## config.mk

```make
export PLATFORM = sky130hd
export DESIGN_NAME = pipe_collision_score_flat
export DESIGN_NICKNAME = d
export VERILOG_FILES = /design/src/rtl/pipe_collision_score_pkg.sv /design/src/rtl/pipe_collision_score_if.sv /design/src/rtl/pipe_collision_score_bcd_counter4.sv /design/src/rtl/pipe_collision_score.sv /design/src/flat_wrapper.sv
export SDC_FILE = /design/constraint.sdc
export NUM_CORES = 1
export LEC_CHECK = 0
export BUFFER_PORTS_ARGS = -buffer_cell sky130_fd_sc_hd__buf_2
export CORE_MARGIN = 5
export CORE_UTILIZATION = 52
export CTS_BUF_LIST = sky130_fd_sc_hd__clkbuf_4 sky130_fd_sc_hd__clkbuf_8 sky130_fd_sc_hd__clkbuf_16
export CTS_CLUSTER_DIAMETER = 40
export DETAILED_ROUTE_END_ITERATION = 12
export MAX_ROUTING_LAYER = met4
export PLACE_DENSITY = 0.77
export SYNTH_ARGS = -nofsm -noshare
export SYNTH_HDL_FRONTEND = slang
export SYNTH_HIERARCHICAL = 1
export SYNTH_SLANG_ARGS = --single-unit
```

## constraint.sdc

```tcl
create_clock -name system_clk -period 8 [get_ports system_clk]
set_input_delay 0.8 -clock system_clk [delete_from_list [all_inputs] [get_ports system_clk]]
set_output_delay 0.8 -clock system_clk [all_outputs]
set_load 0.1 [all_outputs]
```

## src/rtl/pipe_collision_score_pkg.sv

```systemverilog
// Shared encodings and playfield constants for the bird/pipe game datapath.
// Used by the pipe movers, the renderer and the collision/score block.
package pipe_collision_score_pkg;

    localparam logic [1:0] StIdle = 2'd0;
    localparam logic [1:0] StRun  = 2'd1;
    localparam logic [1:0] StHit  = 2'd2;
    localparam logic [1:0] StOver = 2'd3;

    localparam int unsigned PLAY_MIN_Y = 45;
    localparam int unsigned PLAY_MAX_Y = 420;

    typedef logic [9:0]  coord_t;
    typedef logic [10:0] coord_ext_t;

    // All geometry compares run at 11 bits so box edges (x + w) cannot wrap.
    function automatic coord_ext_t ext11(input coord_t v);
        return {1'b0, v};
    endfunction

endpackage

```

## src/rtl/pipe_collision_score_if.sv

```systemverilog
// Pipe-coordinate bus: bird box plus the two pipe rectangles, driven by the movers
// (master) and sampled by the collision/score block (slave).
interface pipe_collision_score_if;
    import pipe_collision_score_pkg::*;

    coord_t bird_x;
    coord_t bird_y;
    coord_t p1_l;
    coord_t p1_r;
    coord_t p1_t;
    coord_t p1_b;
    coord_t p2_l;
    coord_t p2_r;
    coord_t p2_t;
    coord_t p2_b;

    modport master (
        output bird_x, bird_y,
        output p1_l, p1_r, p1_t, p1_b,
        output p2_l, p2_r, p2_t, p2_b
    );

    modport slave (
        input bird_x, bird_y,
        input p1_l, p1_r, p1_t, p1_b,
        input p2_l, p2_r, p2_t, p2_b
    );

endinterface

```

## src/rtl/pipe_collision_score_bcd_counter4.sv

```systemverilog
// Four-digit BCD score register: adds 1 or 2 per update, synchronous clear,
// saturates at 9999 and pulses done only when the value actually advances.
module pipe_collision_score_bcd_counter4 (
    input  logic        system_clk,
    input  logic        reset_n,
    input  logic        clear,
    input  logic        inc1,
    input  logic        inc2,
    output logic [15:0] value,
    output logic        done
);

    logic [15:0] value_d;
    logic [15:0] sum;
    logic [1:0]  amount;
    logic        carry_out;
    logic        saturated;
    logic        bump;

    always_comb begin
        logic [4:0] digit;
        logic [1:0] carry;
        digit  = '0;
        amount = inc2 ? 2'd2 : (inc1 ? 2'd1 : 2'd0);
        carry  = amount;
        sum    = '0;
        for (int d = 0; d < 4; d++) begin
            digit = {1'b0, value[4*d +: 4]} + {3'b000, carry};
            if (digit > 5'd9) begin
                sum[4*d +: 4] = 4'(digit - 5'd10);
                carry         = 2'd1;
            end else begin
                sum[4*d +: 4] = digit[3:0];
                carry         = 2'd0;
            end
        end
        carry_out = carry[0];

        saturated = (value == 16'h9999);
        bump      = (amount != 2'd0) && !saturated;

        // 9998 + 2 overflows the top digit; clamp instead of wrapping to 0000.
        if (clear) begin
            value_d = '0;
        end else if (bump) begin
            value_d = carry_out ? 16'h9999 : sum;
        end else begin
            value_d = value;
        end
    end

    always_ff @(posedge system_clk or negedge reset_n) begin
        if (!reset_n) begin
            value <= '0;
            done  <= 1'b0;
        end else begin
            value <= value_d;
            done  <= !clear && bump;
        end
    end

endmodule

```

## src/rtl/pipe_collision_score.sv

```systemverilog
// Consumer end of the pipe-coordinate bus: registers bird/pipe geometry, detects hits,
// counts passed pipes and runs the IDLE/RUN/HIT/OVER game state machine.
module pipe_collision_score
    import pipe_collision_score_pkg::*;
#(
    parameter int unsigned BIRD_W   = 17,
    parameter int unsigned BIRD_H   = 12,
    parameter int unsigned GAP_H    = 90,
    parameter int unsigned MIN_Y    = PLAY_MIN_Y,
    parameter int unsigned MAX_Y    = PLAY_MAX_Y,
    parameter int unsigned HIT_HOLD = 8
) (
    input  logic                         system_clk,
    input  logic                         reset_n,
    input  logic                         game_tick,
    input  logic                         start,
    pipe_collision_score_if.slave        pipe_if,
    output logic                         running,
    output logic                         collide,
    output logic                         game_over,
    output logic [15:0]                  score_bcd,
    output logic                         score_pulse
);

    localparam coord_ext_t BirdW = coord_ext_t'(BIRD_W);
    localparam coord_ext_t BirdH = coord_ext_t'(BIRD_H);
    localparam coord_ext_t GapH  = coord_ext_t'(GAP_H);
    localparam coord_ext_t MinY  = coord_ext_t'(MIN_Y);
    localparam coord_ext_t MaxY  = coord_ext_t'(MAX_Y);

    localparam int unsigned      HoldW    = (HIT_HOLD > 2) ? $clog2(HIT_HOLD) : 1;
    localparam logic [HoldW-1:0] HoldLast = HoldW'(HIT_HOLD - 1);

    // Input sample stage: every decision below sees inputs one cycle late.
    logic   tick_q;
    logic   start_q;
    logic   start_prev_q;
    coord_t bird_x_q;
    coord_t bird_y_q;
    coord_t pl_q      [2];
    coord_t pr_q      [2];
    coord_t pb_q      [2];
    coord_t pl_prev_q [2];

    always_ff @(posedge system_clk or negedge reset_n) begin
        if (!reset_n) begin
            tick_q       <= 1'b0;
            start_q      <= 1'b0;
            start_prev_q <= 1'b0;
            bird_x_q     <= '0;
            bird_y_q     <= '0;
            for (int k = 0; k < 2; k++) begin
                pl_q[k]      <= '0;
                pr_q[k]      <= '0;
                pb_q[k]      <= '0;
                pl_prev_q[k] <= '0;
            end
        end else begin
            tick_q       <= game_tick;
            start_q      <= start;
            start_prev_q <= start_q;
            bird_x_q     <= pipe_if.bird_x;
            bird_y_q     <= pipe_if.bird_y;
            pl_q[0]      <= pipe_if.p1_l;
            pr_q[0]      <= pipe_if.p1_r;
            pb_q[0]      <= pipe_if.p1_b;
            pl_q[1]      <= pipe_if.p2_l;
            pr_q[1]      <= pipe_if.p2_r;
            pb_q[1]      <= pipe_if.p2_b;
            pl_prev_q    <= pl_q;
        end
    end

    logic       start_rise;
    coord_ext_t bird_x_x;
    coord_ext_t bird_y_x;
    coord_ext_t bird_bot_x;
    logic       ceiling_hit;
    logic       ground_hit;

    assign start_rise  = start_q && !start_prev_q;
    assign bird_x_x    = ext11(bird_x_q);
    assign bird_y_x    = ext11(bird_y_q);
    assign bird_bot_x  = bird_y_x + BirdH;
    assign ceiling_hit = bird_y_x < MinY;
    assign ground_hit  = bird_bot_x > MaxY;

    logic [1:0] armed_q;
    logic [1:0] armed_d;
    logic [1:0] pipe_hit;
    logic [1:0] pipe_pass;
    logic [1:0] pipe_rearm;

    for (genvar k = 0; k < 2; k++) begin : g_pipe
        coord_ext_t l_x;
        coord_ext_t r_x;
        coord_ext_t b_x;
        logic       x_overlap;
        logic       in_gap;

        assign l_x       = ext11(pl_q[k]);
        assign r_x       = ext11(pr_q[k]);
        assign b_x       = ext11(pb_q[k]);
        assign x_overlap = (bird_x_x + BirdW > l_x) && (bird_x_x < r_x);
        assign in_gap    = (bird_y_x >= b_x) && (bird_bot_x <= b_x + GapH);

        assign pipe_hit[k]   = x_overlap && !in_gap;
        assign pipe_pass[k]  = armed_q[k] && (r_x < bird_x_x);
        // A mover wrapping back to the right edge is the only way pk_l increases.
        assign pipe_rearm[k] = pl_q[k] > pl_prev_q[k];
    end

    logic       any_hit;
    logic [1:0] pass_tick;

    assign any_hit   = ceiling_hit || ground_hit || (|pipe_hit);
    assign pass_tick = pipe_pass & {2{tick_q}};

    logic [1:0]       state_q;
    logic [1:0]       state_d;
    logic [HoldW-1:0] hold_q;
    logic [HoldW-1:0] hold_d;
    logic             collide_d;
    logic             score_clear;
    logic             score_inc1;
    logic             score_inc2;

    always_comb begin
        state_d     = state_q;
        hold_d      = hold_q;
        armed_d     = armed_q;
        collide_d   = 1'b0;
        score_clear = 1'b0;
        score_inc1  = 1'b0;
        score_inc2  = 1'b0;

        unique case (state_q)
            StIdle: begin
                if (start_rise) begin
                    state_d     = StRun;
                    score_clear = 1'b1;
                end
            end
            StRun: begin
                // A hit on the same tick as a pass suppresses the score.
                if (tick_q && any_hit) begin
                    state_d   = StHit;
                    hold_d    = '0;
                    collide_d = 1'b1;
                end else begin
                    armed_d    = (armed_q | pipe_rearm) & ~pass_tick;
                    score_inc1 = ^pass_tick;
                    score_inc2 = &pass_tick;
                end
            end
            StHit: begin
                if (tick_q) begin
                    if (hold_q == HoldLast) begin
                        state_d = StOver;
                    end else begin
                        hold_d = hold_q + 1'b1;
                    end
                end
            end
            StOver: begin
                if (start_rise) begin
                    state_d     = StRun;
                    score_clear = 1'b1;
                end
            end
            default: begin
                state_d = StIdle;
            end
        endcase
    end

    always_ff @(posedge system_clk or negedge reset_n) begin
        if (!reset_n) begin
            state_q   <= StIdle;
            hold_q    <= '0;
            armed_q   <= 2'b11;
            running   <= 1'b0;
            collide   <= 1'b0;
            game_over <= 1'b0;
        end else begin
            state_q   <= state_d;
            hold_q    <= hold_d;
            armed_q   <= armed_d;
            running   <= (state_d == StRun);
            collide   <= collide_d;
            game_over <= (state_d == StOver);
        end
    end

    pipe_collision_score_bcd_counter4 u_score (
        .system_clk (system_clk),
        .reset_n    (reset_n),
        .clear      (score_clear),
        .inc1       (score_inc1),
        .inc2       (score_inc2),
        .value      (score_bcd),
        .done       (score_pulse)
    );

endmodule

```

## src/flat_wrapper.sv

```systemverilog
// flat-port wrapper written by rule: the top's interface ports become plain ports
module pipe_collision_score_flat import pipe_collision_score_pkg::*;
#(
    parameter int unsigned BIRD_W   = 17,
    parameter int unsigned BIRD_H   = 12,
    parameter int unsigned GAP_H    = 90,
    parameter int unsigned MIN_Y    = PLAY_MIN_Y,
    parameter int unsigned MAX_Y    = PLAY_MAX_Y,
    parameter int unsigned HIT_HOLD = 8
)
  (system_clk, reset_n, game_tick, start, running, collide, game_over, score_bcd, score_pulse, pipe_if_bird_x, pipe_if_bird_y, pipe_if_p1_l, pipe_if_p1_r, pipe_if_p1_t, pipe_if_p1_b, pipe_if_p2_l, pipe_if_p2_r, pipe_if_p2_t, pipe_if_p2_b);
  pipe_collision_score_if pipe_if_i ();
  input  logic system_clk;
  input  logic reset_n;
  input  logic game_tick;
  input  logic start;
  output logic running;
  output logic collide;
  output logic game_over;
  output logic [15:0] score_bcd;
  output logic score_pulse;
  input wire logic [$bits(pipe_if_i.bird_x)-1:0] pipe_if_bird_x;
  input wire logic [$bits(pipe_if_i.bird_y)-1:0] pipe_if_bird_y;
  input wire logic [$bits(pipe_if_i.p1_l)-1:0] pipe_if_p1_l;
  input wire logic [$bits(pipe_if_i.p1_r)-1:0] pipe_if_p1_r;
  input wire logic [$bits(pipe_if_i.p1_t)-1:0] pipe_if_p1_t;
  input wire logic [$bits(pipe_if_i.p1_b)-1:0] pipe_if_p1_b;
  input wire logic [$bits(pipe_if_i.p2_l)-1:0] pipe_if_p2_l;
  input wire logic [$bits(pipe_if_i.p2_r)-1:0] pipe_if_p2_r;
  input wire logic [$bits(pipe_if_i.p2_t)-1:0] pipe_if_p2_t;
  input wire logic [$bits(pipe_if_i.p2_b)-1:0] pipe_if_p2_b;
  assign pipe_if_i.bird_x = pipe_if_bird_x;
  assign pipe_if_i.bird_y = pipe_if_bird_y;
  assign pipe_if_i.p1_l = pipe_if_p1_l;
  assign pipe_if_i.p1_r = pipe_if_p1_r;
  assign pipe_if_i.p1_t = pipe_if_p1_t;
  assign pipe_if_i.p1_b = pipe_if_p1_b;
  assign pipe_if_i.p2_l = pipe_if_p2_l;
  assign pipe_if_i.p2_r = pipe_if_p2_r;
  assign pipe_if_i.p2_t = pipe_if_p2_t;
  assign pipe_if_i.p2_b = pipe_if_p2_b;
  pipe_collision_score #(.BIRD_W(BIRD_W), .BIRD_H(BIRD_H), .GAP_H(GAP_H), .MIN_Y(MIN_Y), .MAX_Y(MAX_Y), .HIT_HOLD(HIT_HOLD)) u_core (.system_clk(system_clk), .reset_n(reset_n), .game_tick(game_tick), .start(start), .pipe_if(pipe_if_i), .running(running), .collide(collide), .game_over(game_over), .score_bcd(score_bcd), .score_pulse(score_pulse));
endmodule
```

==> results.tsv, run 1 <==
stage	metric	value	unit
floorplan	start_util	52.82	%
logic_synthesis	synth_seq_area_share	42.41	%
critical_path	critPathMaxFanout	8	
grt	antenna_found_initial	0	
power_and_ir_drop	p_comb_share	20.1	%
placed_design	dp.cells	1026	
power_and_ir_drop	switching_share	29.07	%
power_and_ir_drop	power_switching	0.0005523	W
sta	slew_viol_final	0	
logic_synthesis	ys.flop_type	dfrtp_1	
critical_path	critical_path_class	reg2reg	
critical_path	crit_path_start_kind	flop	
critical_path	rrSetupSlack	0.37	ns
detailed_routing	ant_nets	0	
logic_synthesis	ys_warn_count	6	
critical_path	crit_path_end	u_core/u_score/value[14]	
clock_tree	cts_tree	yes	
logic_synthesis	synth_cells	722	
clock_tree	root_buffer	clkbuf_16	
placed_design	place_hpwl	12430	µm
detailed_routing	drt_pass1_iterations	4	
logic_synthesis	synth_fa_ha_area_share	20.31	%
clock_tree	cts_buffers	17	
power_and_ir_drop	p_int	0.001347	W
floorplan	die_x	131.5	µm
logic_synthesis	synthSimpleGateAreaFrac	11.96	%
worst_hold_path	hp-class	reg2reg	
logic_synthesis	avgSynthCellArea	10.63	µm²
grt	grt_pass1_wl	27990	µm
detailed_routing	routedWlPerCell	15.63	µm
power_and_ir_drop	cellLeakagePower	4.755	nW
detailed_routing	drtIter0Drc	301	
clock_tree	cts_buffer_depth	2	
logic_synthesis	postSynth.asyncResetShare	100.0	%
critical_path	worstReg2RegStart	u_core/g_pipe[0].b_x[1]	
logic_synthesis	synth_cell_types	78	
logic_synthesis	synthTopCellsByArea	dfrtp_1, ha_1, inv_1	
sta	hold_viol	0	
placed_design	portBuffers	103	
sta	min_period	7.627	ns
detailed_routing	via_count	5765	
logic_synthesis	syn_nets	950	
critical_path	r2r-end	u_core/u_score/value[14]	
grt	grt_overflow_total	0	
clock_tree	ctsHtreeMaxLevel	4	
floorplan	core	14530	µm²
power_and_ir_drop	p_per_area	201.3	nW/µm²
floorplan	io_pins	124	
flow_run	drv_cap	0	
detailed_routing	drcViolationCount	0	
logic_synthesis	synth_top_family_by_area	adder cells	
sta	max-slew-margin-rel	54.19	%
sta	fin_setup_tns	0	ns
logic_synthesis	synth-seq-cells	130	
placed_design	gp_congestion	0.9125	
finish	final_common_cell	dfrtp_1	
power_and_ir_drop	clockPowerShare	40.8	%
logic_synthesis	synth-xor-area-share	3.879	%
grt	track_usage	20.22	%
floorplan	dieArea	17290	µm²
finish	drive_above_1_share	25.51	%
critical_path	crit_start	u_core/g_pipe[0].b_x[1]	
finish	syn2layout_area_growth	22.95	%
critical_path	max_stage_delay	0.41	ns
logic_synthesis	synth_edf_count	0	
sta	max_freq	131.1	MHz
finish	fin_util	64.94	%
floorplan	rows	44	
power_and_ir_drop	vdd_ir_drop_max	0.1551	mV
grt	grt_max_degree	80	
sta	finClkSkew	0.01074	ns
finish	final_cell_count_no_fill	1070	
sta	finalSetupViolations	0	
finish	antenna_cells	0	
clock_tree	clk_pin_slew	0.06	ns
status	outcome	completed	
detailed_routing	via_per_inst	5.388	
critical_path	cp.arrival	7.93	ns
clock_tree	ctsHoldBuffers	0	
critical_path	crit_slowest_cell	dfrtp_1	
logic_synthesis	synth_top_area_share	41.72	%
finish	final_cell_mix	dfrtp_1, ha_1, buf_2	
power_and_ir_drop	p_seq_share	39.1	%
critical_path	worst_setup_path_end_kind	flop	
logic_synthesis	syn-cell-area	7677	µm²
clock_tree	clk_latency	0.42	ns
logic_synthesis	synth_top_cell_by_area	dfrtp_1	
critical_path	r2r_cells	38	
detailed_routing	routed_wl	16720	µm
sta	final.period_utilization	95.33	%
critical_path	cp.required	8.30	ns
sta	worst_pin_slew	0.6872	ns
logic_synthesis	synth_compound_area_share	14.46	%
grt	grt_pass1_vias	5819	
finish	nets	1101	
logic_synthesis	synthMuxAreaShare	1.287	%
worst_hold_path	holdPathStages	0	
clock_tree	cts_sinks	130	
floorplan	die_h	131.5	µm
critical_path	cpMostUsedCell	ha_2	
## layer usage
metal	part of all wire, %	up-vias	track usage, %
met2	48	115	31.09
met5	0	-	-
met3	3.6	14	4.855
met4	1.2	0	5.943
met1	47	2740	26.78
li1	-	2896	-
## critical path: cells and delay by family (launching register included)
family / cells / cell delay (ns)
multiplexers: 1 / 0.28
AND/OR/NAND/NOR: 12 / 2.07
adder cells (fa/ha/maj): 10 / 2.38
flip-flops: 1 / 0.41
AO/OA/AOI/OAI: 11 / 1.95
buffers and inverters: 3 / 0.30
XOR/XNOR: 1 / 0.12
## what timing repair did
action	CTS	global route
pin swaps	6	14
endpoints found under the setup margin	15	16
setup buffers	0	12
resized for setup	5	26
cloned	0	0
## layout make-up
cell class	count	area [µm²]
Sequential cell	130	3256
Inverter	95	356.6
Timing Repair Buffer	146	857.1
Clock inverter	13	150.1
Multi-Input combinational cell	483	4143
Fill cell	1205	5095
Tap cell	184	230.2
Clock buffer	19	446.7
## kinds of logic after synthesis
logic type | after synthesis
adders and majority gates | 124
AOI/OAI and AO/OA | 153
and+or+nand+nor | 163
DFF | 130
muxes | 9
xor gates and xnor gates | 34
buffers and inverters | 109
## registers in the layout, summed over array words and instances, names as in the netlist, 2 cells and up
name,count
u_core/armed_q,2
u_core/bird_x_q,10
u_core/bird_y_q,10
u_core/g_pipe.b_x,20
u_core/g_pipe.l_x,20
u_core/g_pipe.r_x,20
u_core/hold_q,3
u_core/pl_prev_q,20
u_core/state_q,2
u_core/u_score/value,16
## worst min path at each step
stage | startpoint | end | slack (ns)
after floorplan | u_core/start_q | u_core/start_prev_q | 0.35
after global placement | u_core/start_q | u_core/start_prev_q | 0.37
after detailed placement | u_core/start_q | u_core/start_prev_q | 0.37
after CTS | u_core/start_q | u_core/start_prev_q | 0.38
after global routing | u_core/start_q | u_core/start_prev_q | 0.40
final | u_core/start_q | u_core/start_prev_q | 0.38
## synth_stat cells, types with 8 or more instances
master      n
a21o_1     10
a21oi_1    34
dfrtp_1   128
ha_1      123
inv_1      95
nand2_1    23
nand3_1    15
nand4_1    15
nor2_1     33
nor2b_1     9
nor3_1     15
o211ai_1    9
o21a_1     10
o21ai_0    20
xnor2_1    26
xor2_1      8
## power groups by stage
stage | Clock (W) | Combinational [W] | Sequential, W
6_report | 0.000775 | 0.000382 | 0.000743
5_1_grt | 0.000824 | 0.000435 | 0.000749
4_1_cts | 0.000796 | 0.000371 | 0.000742
3_5_place_dp | 0 | 0.000365 | 0.000754
3_3_place_gp | 0 | 0.000356 | 0.000752
2_1_floorplan | 0 | 0.000243 | 0.000770
## metrics by stage
| step | instance area [µm²] | hold WS (ns) | worst slack (ns) | total power (W) |
|---|---|---|---|---|
| 6_report | 9439 | 0.3792 | 0.3735 | 0.001900 |
| 5_1_grt | 9439 | 0.4002 | -0.03849 | 0.002009 |
| 4_1_cts | 9215 | 0.3835 | 0.001456 | 0.001909 |
| 3_5_place_dp | 8593 | 0.3704 | -0.1701 | 0.001118 |
| 3_3_place_gp | 8593 | 0.3687 | 0.07757 | 0.001108 |
| 2_1_floorplan | 7677 | 0.3546 | 0.007867 | 0.001012 |
(Power assumes the default switching activity.)
==> run 2, diff against run 1 <==
--- a/config.mk
+++ b/config.mk
@@ -11,7 +11,6 @@
 export CTS_BUF_LIST = sky130_fd_sc_hd__clkbuf_4 sky130_fd_sc_hd__clkbuf_8 sky130_fd_sc_hd__clkbuf_16
 export CTS_CLUSTER_DIAMETER = 40
 export DETAILED_ROUTE_END_ITERATION = 12
-export MAX_ROUTING_LAYER = met4
 export PLACE_DENSITY = 0.77
 export SYNTH_ARGS = -nofsm -noshare
 export SYNTH_HDL_FRONTEND = slang
==> results.tsv, run 2 (synthesis gave the netlist of run 1 again) <==
stage	metric	value	unit	change
status	outcome	completed		unchanged
critical_path	critPathTopFamily	compound AO/OA/AOI/OAI gates		was adder cells
critical_path	worst_setup_path_end_kind	flop		unchanged
critical_path	cp.arrival	7.96	ns	was 7.93 ns
detailed_routing	drcViolationCount	0		unchanged
placed_design	place_hpwl	12420	µm	was 12430 µm
detailed_routing	ant_nets	0		unchanged
power_and_ir_drop	p_total	0.001858	W	was 0.001900 W
clock_tree	cts_buffer_depth	2		unchanged
critical_path	max_stage_delay	0.41	ns	about the same
placed_design	portBuffers	103		unchanged
critical_path	cp_num_cells	37		was 38
finish	final_common_cell	dfrtp_1		unchanged
detailed_routing	routedWlPerCell	15.70	µm	was 15.63 µm
sta	finClkSkew	0.006769	ns	was 0.01074 ns
detailed_routing	drt_pass1_iterations	5		was 4
critical_path	critPathMaxFanout	8		unchanged
critical_path	critical_path_class	reg2reg		unchanged
flow_run	drv_cap	0		unchanged
grt	antenna_found_initial	0		unchanged
detailed_routing	via_per_inst	5.412		was 5.388
sta	worst_pin_slew	0.7087	ns	was 0.6872 ns
clock_tree	cts_tree	yes		unchanged
finish	antenna_cells	0		unchanged
clock_tree	clk_latency	0.42	ns	about the same
floorplan	io_pins	124		unchanged
floorplan	dieArea	17290	µm²	unchanged
floorplan	die_x	131.5	µm	unchanged
critical_path	crit_path_start_kind	flop		unchanged
sta	finalSetupViolations	0		unchanged
grt	grt_pass1_vias	5785		was 5819
grt	grt_overflow_total	0		unchanged
finish	syn2layout_area_growth	20.83	%	was 22.95%
critical_path	r2r_cells	37		was 38
clock_tree	clk_pin_slew	0.06	ns	about the same
power_and_ir_drop	power_switching	0.0005401	W	was 0.0005523 W
detailed_routing	via_count	5731		was 5765
sta	slew_viol_final	0		unchanged
power_and_ir_drop	p_comb_share	20.3	%	was 20.1%
floorplan	core	14530	µm²	unchanged
floorplan	start_util	52.82	%	unchanged
sta	max_freq	130.5	MHz	was 131.1 MHz
worst_hold_path	holdPathStages	0		unchanged
power_and_ir_drop	switching_share	29.07	%	about the same
finish	drive_above_1_share	23.09	%	was 25.51%
clock_tree	ctsHtreeMaxLevel	4		unchanged
detailed_routing	drtIter0Drc	403		was 301
critical_path	cp.buffers_inverters	2		was 3
finish	fillerInstances	1177		was 1205
clock_tree	root_buffer	clkbuf_16		unchanged
sta	final.period_utilization	95.78	%	was 95.33%
critical_path	crit_slowest_cell	dfrtp_1		unchanged
clock_tree	ctsHoldBuffers	0		unchanged
power_and_ir_drop	clockPowerShare	39.7	%	was 40.8%
worst_hold_path	hp-class	reg2reg		unchanged
critical_path	cpMostUsedCell	ha_1		was ha_2
critical_path	cp.required	8.30	ns	about the same
grt	grt_max_degree	83		was 80
sta	fin_setup_tns	0	ns	unchanged
finish	nets	1090		was 1101
grt	track_usage	19.62	%	was 20.22%
power_and_ir_drop	p_per_area	200.3	nW/µm²	was 201.3 nW/µm²
floorplan	rows	44		unchanged
sta	max-slew-margin-rel	52.76	%	was 54.19%
power_and_ir_drop	cellLeakagePower	4.669	nW	was 4.755 nW
power_and_ir_drop	p_seq_share	40.0	%	was 39.1%
finish	final_cell_mix	dfrtp_1, ha_1, buf_2		unchanged
clock_tree	cts_buffers	17		unchanged
detailed_routing	routed_wl	16630	µm	was 16720 µm
power_and_ir_drop	vdd_ir_drop_max	0.1539	mV	was 0.1551 mV
floorplan	die_h	131.5	µm	unchanged
clock_tree	cts_sinks	130		unchanged
sta	hold_viol	0		unchanged
sta	min_period	7.662	ns	was 7.627 ns
placed_design	gp_congestion	0.9120		was 0.9125
power_and_ir_drop	p_int	0.001318	W	was 0.001347 W
grt	grt_pass1_wl	27930	µm	was 27990 µm
-- run 2: changes by cell type in the layout (fill, tap and decap cells not counted), sizes merged --
cell	change
buf	-11
bufinv	-1
clkbuf	+1
clkinv	-1
clkinvlp	+4
inv	-3
-- run 2: layer usage --
metal / GRT usage [%] / vias up / wire length (µm)
li1: - / 2869 / -
met3: 4.128 / 25 / 781
met2: 31.52 / 136 / 7841
met4: 7.543 / 0 / 345
met1: 26.17 / 2701 / 7658
met5: 0 / - / 0
-- run 2: final cells by class --
| cell class | instances | area [µm²] | share of cell area (%) |
|---|---|---|---|
| well taps | 184 | 230.2 | 2.482 |
| multi-input cells | 483 | 4085 | 44.04 |
| flip-flops and latches | 130 | 3256 | 35.10 |
| clock buffers | 20 | 466.7 | 5.031 |
| inverters | 95 | 356.6 | 3.844 |
| repair buffers | 135 | 774.5 | 8.349 |
| clock inverters | 12 | 107.6 | 1.160 |
-- run 2: power groups by stage --
stage	Clock [W]	Combinational, W	Sequential, W
finish	0.000739	0.000377	0.000743
detailed placement	0	0.000365	0.000753
global placement	0	0.000355	0.000753
floorplan	0	0.000243	0.000770
CTS	0.000756	0.000372	0.000743
global route	0.000786	0.000430	0.000749
-- run 2: stage by stage --
step / std cells / worst slack, ns / utilization [%] / instance area, µm² / hold WS (ns)
2_1_floorplan: 722 / 0.007867 / - / 7677 / 0.3546
6_report: 1059 / 0.3376 / 63.83 / 9276 / 0.3798
4_1_cts: 1057 / 0.02349 / 63.05 / 9164 / 0.3834
5_1_grt: 1059 / -0.07563 / 63.83 / 9276 / 0.4003
3_5_place_dp: 1025 / 0.05637 / 59.07 / 8586 / 0.3704
3_3_place_gp: 1025 / 0.08448 / 59.07 / 8586 / 0.3694
-- run 2: path summary, 6_finish.rpt --
path | from | to | slack (ns)
setup / recovery | u_core/bird_x_q[1] | u_core/u_score/value[14] | 0.34
min in group asynchronous | reset_n | u_core/pl_prev_q[4] | 0.41
hold reg to reg | u_core/start_q | u_core/start_prev_q | 0.38
setup reg to reg | u_core/bird_x_q[1] | u_core/u_score/value[14] | 0.34
max in group asynchronous | reset_n | u_core/start_q | 6.50
hold / removal | u_core/start_q | u_core/start_prev_q | 0.38
-- run 2: timing repair --
item / CTS / global route
setup endpoints to repair: 3 / 16
pin swaps: 0 / 6
gates resized for setup: 1 / 16
setup buffers: 0 / 2
==> run 3, diff against run 2 <==
--- a/config.mk
+++ b/config.mk
@@ -11,7 +11,8 @@
 export CTS_BUF_LIST = sky130_fd_sc_hd__clkbuf_4 sky130_fd_sc_hd__clkbuf_8 sky130_fd_sc_hd__clkbuf_16
 export CTS_CLUSTER_DIAMETER = 40
 export DETAILED_ROUTE_END_ITERATION = 12
-export PLACE_DENSITY = 0.77
+export PLACE_DENSITY = 0.87
+export REMOVE_ABC_BUFFERS = 1
 export SYNTH_ARGS = -nofsm -noshare
 export SYNTH_HDL_FRONTEND = slang
 export SYNTH_HIERARCHICAL = 1
==> results.tsv, run 3 (synthesis gave the netlist of run 1 again) <==
stage	metric	value	unit	change
status	outcome	completed		unchanged
power_and_ir_drop	p_int	0.001371	W	was 0.001318 W
critical_path	crit_start	u_core/g_pipe[0].b_x[1]		was u_core/bird_x_q[1]
finish	nets	1085		was 1090
clock_tree	cts_sinks	130		unchanged
floorplan	die_x	131.5	µm	unchanged
clock_tree	cts_buffer_depth	2		unchanged
critical_path	worst_setup_path_end_kind	flop		unchanged
power_and_ir_drop	vdd_ir_drop_max	0.2705	mV	was 0.1539 mV
clock_tree	root_buffer	clkbuf_16		unchanged
detailed_routing	via_per_inst	5.600		was 5.412
critical_path	cpMostUsedCell	ha_1		unchanged
detailed_routing	drcViolationCount	0		unchanged
grt	grt_util_met2	33.86	%	was 31.52%
detailed_routing	drt_pass1_iterations	5		unchanged
sta	finClkSkew	0.01157	ns	was 0.006769 ns
sta	worst_pin_slew	0.9870	ns	was 0.7087 ns
detailed_routing	routed_wl	17210	µm	was 16630 µm
placed_design	dp_slack	0.05258	ns	was 0.05637 ns
power_and_ir_drop	p_total	0.001927	W	was 0.001858 W
placed_design	place_hpwl	12820	µm	was 12420 µm
power_and_ir_drop	cellLeakagePower	4.683	nW	was 4.669 nW
sta	hold_viol	0		unchanged
grt	grt_pass1_vias	6003		was 5785
grt	grtUsageMet1	25.65	%	was 26.17%
critical_path	cp.required	8.29	ns	was 8.30 ns
detailed_routing	drtIter0Drc	418		was 403
power_and_ir_drop	switching_share	28.88	%	was 29.07%
grt	grt.met3_usage	4.664	%	was 4.128%
sta	finalSetupViolations	0		unchanged
sta	worst_slack	0.3568	ns	was 0.3376 ns
floorplan	rows	44		unchanged
clock_tree	clk_pin_slew	0.06	ns	about the same
power_and_ir_drop	power_switching	0.0005565	W	was 0.0005401 W
clock_tree	cts_buffers	17		unchanged
grt	antenna_found_initial	0		unchanged
clock_tree	ctsHoldBuffers	0		unchanged
floorplan	io_pins	124		unchanged
clock_tree	ctsHtreeMaxLevel	4		unchanged
clock_tree	cts_tree	yes		unchanged
placed_design	portBuffers	103		unchanged
clock_tree	clk_latency	0.42	ns	about the same
critical_path	max_stage_delay	0.41	ns	about the same
grt	grt_max_degree	83		unchanged
grt	top_usage_layer	met2		unchanged
finish	syn2layout_area_growth	20.66	%	was 20.83%
finish	fin_util	63.74	%	was 63.83%
critical_path	worstReg2RegStart	u_core/g_pipe[0].b_x[1]		was u_core/bird_x_q[1]
sta	slew_viol_final	0		unchanged
floorplan	start_util	52.82	%	unchanged
flow_run	drv_cap	0		unchanged
floorplan	dieArea	17290	µm²	unchanged
floorplan	die_h	131.5	µm	unchanged
finish	final_common_cell	dfrtp_1		unchanged
worst_hold_path	hold_start	u_core/start_q		unchanged
sta	min_period	7.643	ns	was 7.662 ns
finish	drive_above_1_share	22.53	%	was 23.09%
placed_design	gp_congestion	0.9149		was 0.9120
detailed_routing	via_count	5902		was 5731
power_and_ir_drop	p_per_area	208.0	nW/µm²	was 200.3 nW/µm²
finish	final_cell_mix	dfrtp_1, ha_1, buf_2		unchanged
finish	antenna_cells	0		unchanged
critical_path	critical_path_class	reg2reg		unchanged
worst_hold_path	hp-class	reg2reg		unchanged
sta	max-slew-margin-rel	34.20	%	was 52.76%
grt	grt_pass1_wl	28660	µm	was 27930 µm
grt	grt_overflow_total	0		unchanged
critical_path	cp.arrival	7.94	ns	was 7.96 ns
power_and_ir_drop	clockPowerShare	41.6	%	was 39.7%
critical_path	critPathMaxFanout	5		was 8
critical_path	crit_path_start_kind	flop		unchanged
sta	final.period_utilization	95.54	%	was 95.78%
floorplan	core	14530	µm²	unchanged
power_and_ir_drop	p_seq_share	38.6	%	was 40.0%
power_and_ir_drop	p_comb_share	19.8	%	was 20.3%
detailed_routing	routedWlPerCell	16.33	µm	was 15.70 µm
sta	timing.hold.ws	0.3909	ns	was 0.3798 ns
grt	track_usage	20.05	%	was 19.62%
sta	max_freq	130.8	MHz	was 130.5 MHz
detailed_routing	ant_nets	0		unchanged
critical_path	crit_slowest_cell	dfrtp_1		unchanged
run 3: routing by layer:
layer,wire (µm),vias up
met3,779,18
met2,8610,148
li1,-,2862
met4,234,0
met5,0,-
met1,7585,2874
run 3: what timing repair did:
action,4_1_cts,5_1_grt
resized for setup,0,16
buffers inserted,0,2
endpoints found under the setup margin,0,16
run 3: worst max-delay path, delay by kind of cell (launching register included):
family                     cells  cell delay (ns)
xor gates and xnor gates       1             0.13
muxes                          1             0.28
AOI/OAI and AO/OA             13             2.14
buffers and inverters          6             0.67
adders and majority gates     10             2.44
and+or+nand+nor                9             1.43
DFF                            1             0.41
run 3: worst paths after layout:
check                                           end  slack [ns]  cells after the start
setup / recovery           u_core/u_score/value[11]        0.36                     40
hold / removal                  u_core/start_prev_q        0.39                      0
setup reg to reg           u_core/u_score/value[11]        0.36                     40
hold reg to reg                 u_core/start_prev_q        0.39                      0
max in group asynchronous   u_core/g_pipe[1].r_x[1]        6.23                      2
min in group asynchronous   u_core/g_pipe[1].l_x[8]        0.56                      1
run 3: power by group through the flow:
| stage | clock [W] | sequential [W] | combinational (W) |
|---|---|---|---|
| 2_1_floorplan | 0 | 0.000771 | 0.000236 |
| 3_3_place_gp | 0 | 0.000752 | 0.000353 |
| 3_5_place_dp | 0 | 0.000754 | 0.000369 |
| 4_1_cts | 0.000820 | 0.000743 | 0.000374 |
| 5_1_grt | 0.000853 | 0.000749 | 0.000429 |
| 6_report | 0.000803 | 0.000743 | 0.000381 |
run 3: through the flow:
| stage | TNS, ns | std cells | area [µm²] |
|---|---|---|---|
| 2_1_floorplan | 0 | 708 | 7596 |
| 5_1_grt | -0.05895 | 1054 | 9264 |
| 6_report | 0 | 1054 | 9264 |
| 3_5_place_dp | 0 | 1020 | 8544 |
| 3_3_place_gp | 0 | 1020 | 8544 |
| 4_1_cts | 0 | 1052 | 9159 |
run 3: area by class of cell:
cell class	instances	area, µm²
flip-flops and latches	130	3257
fillers	1136	5270
clock inverters	14	175.2
repair buffers	130	733.2
multi-input cells	483	4073
clock buffers	18	439.2
inverters	95	356.6
well taps	184	230.2
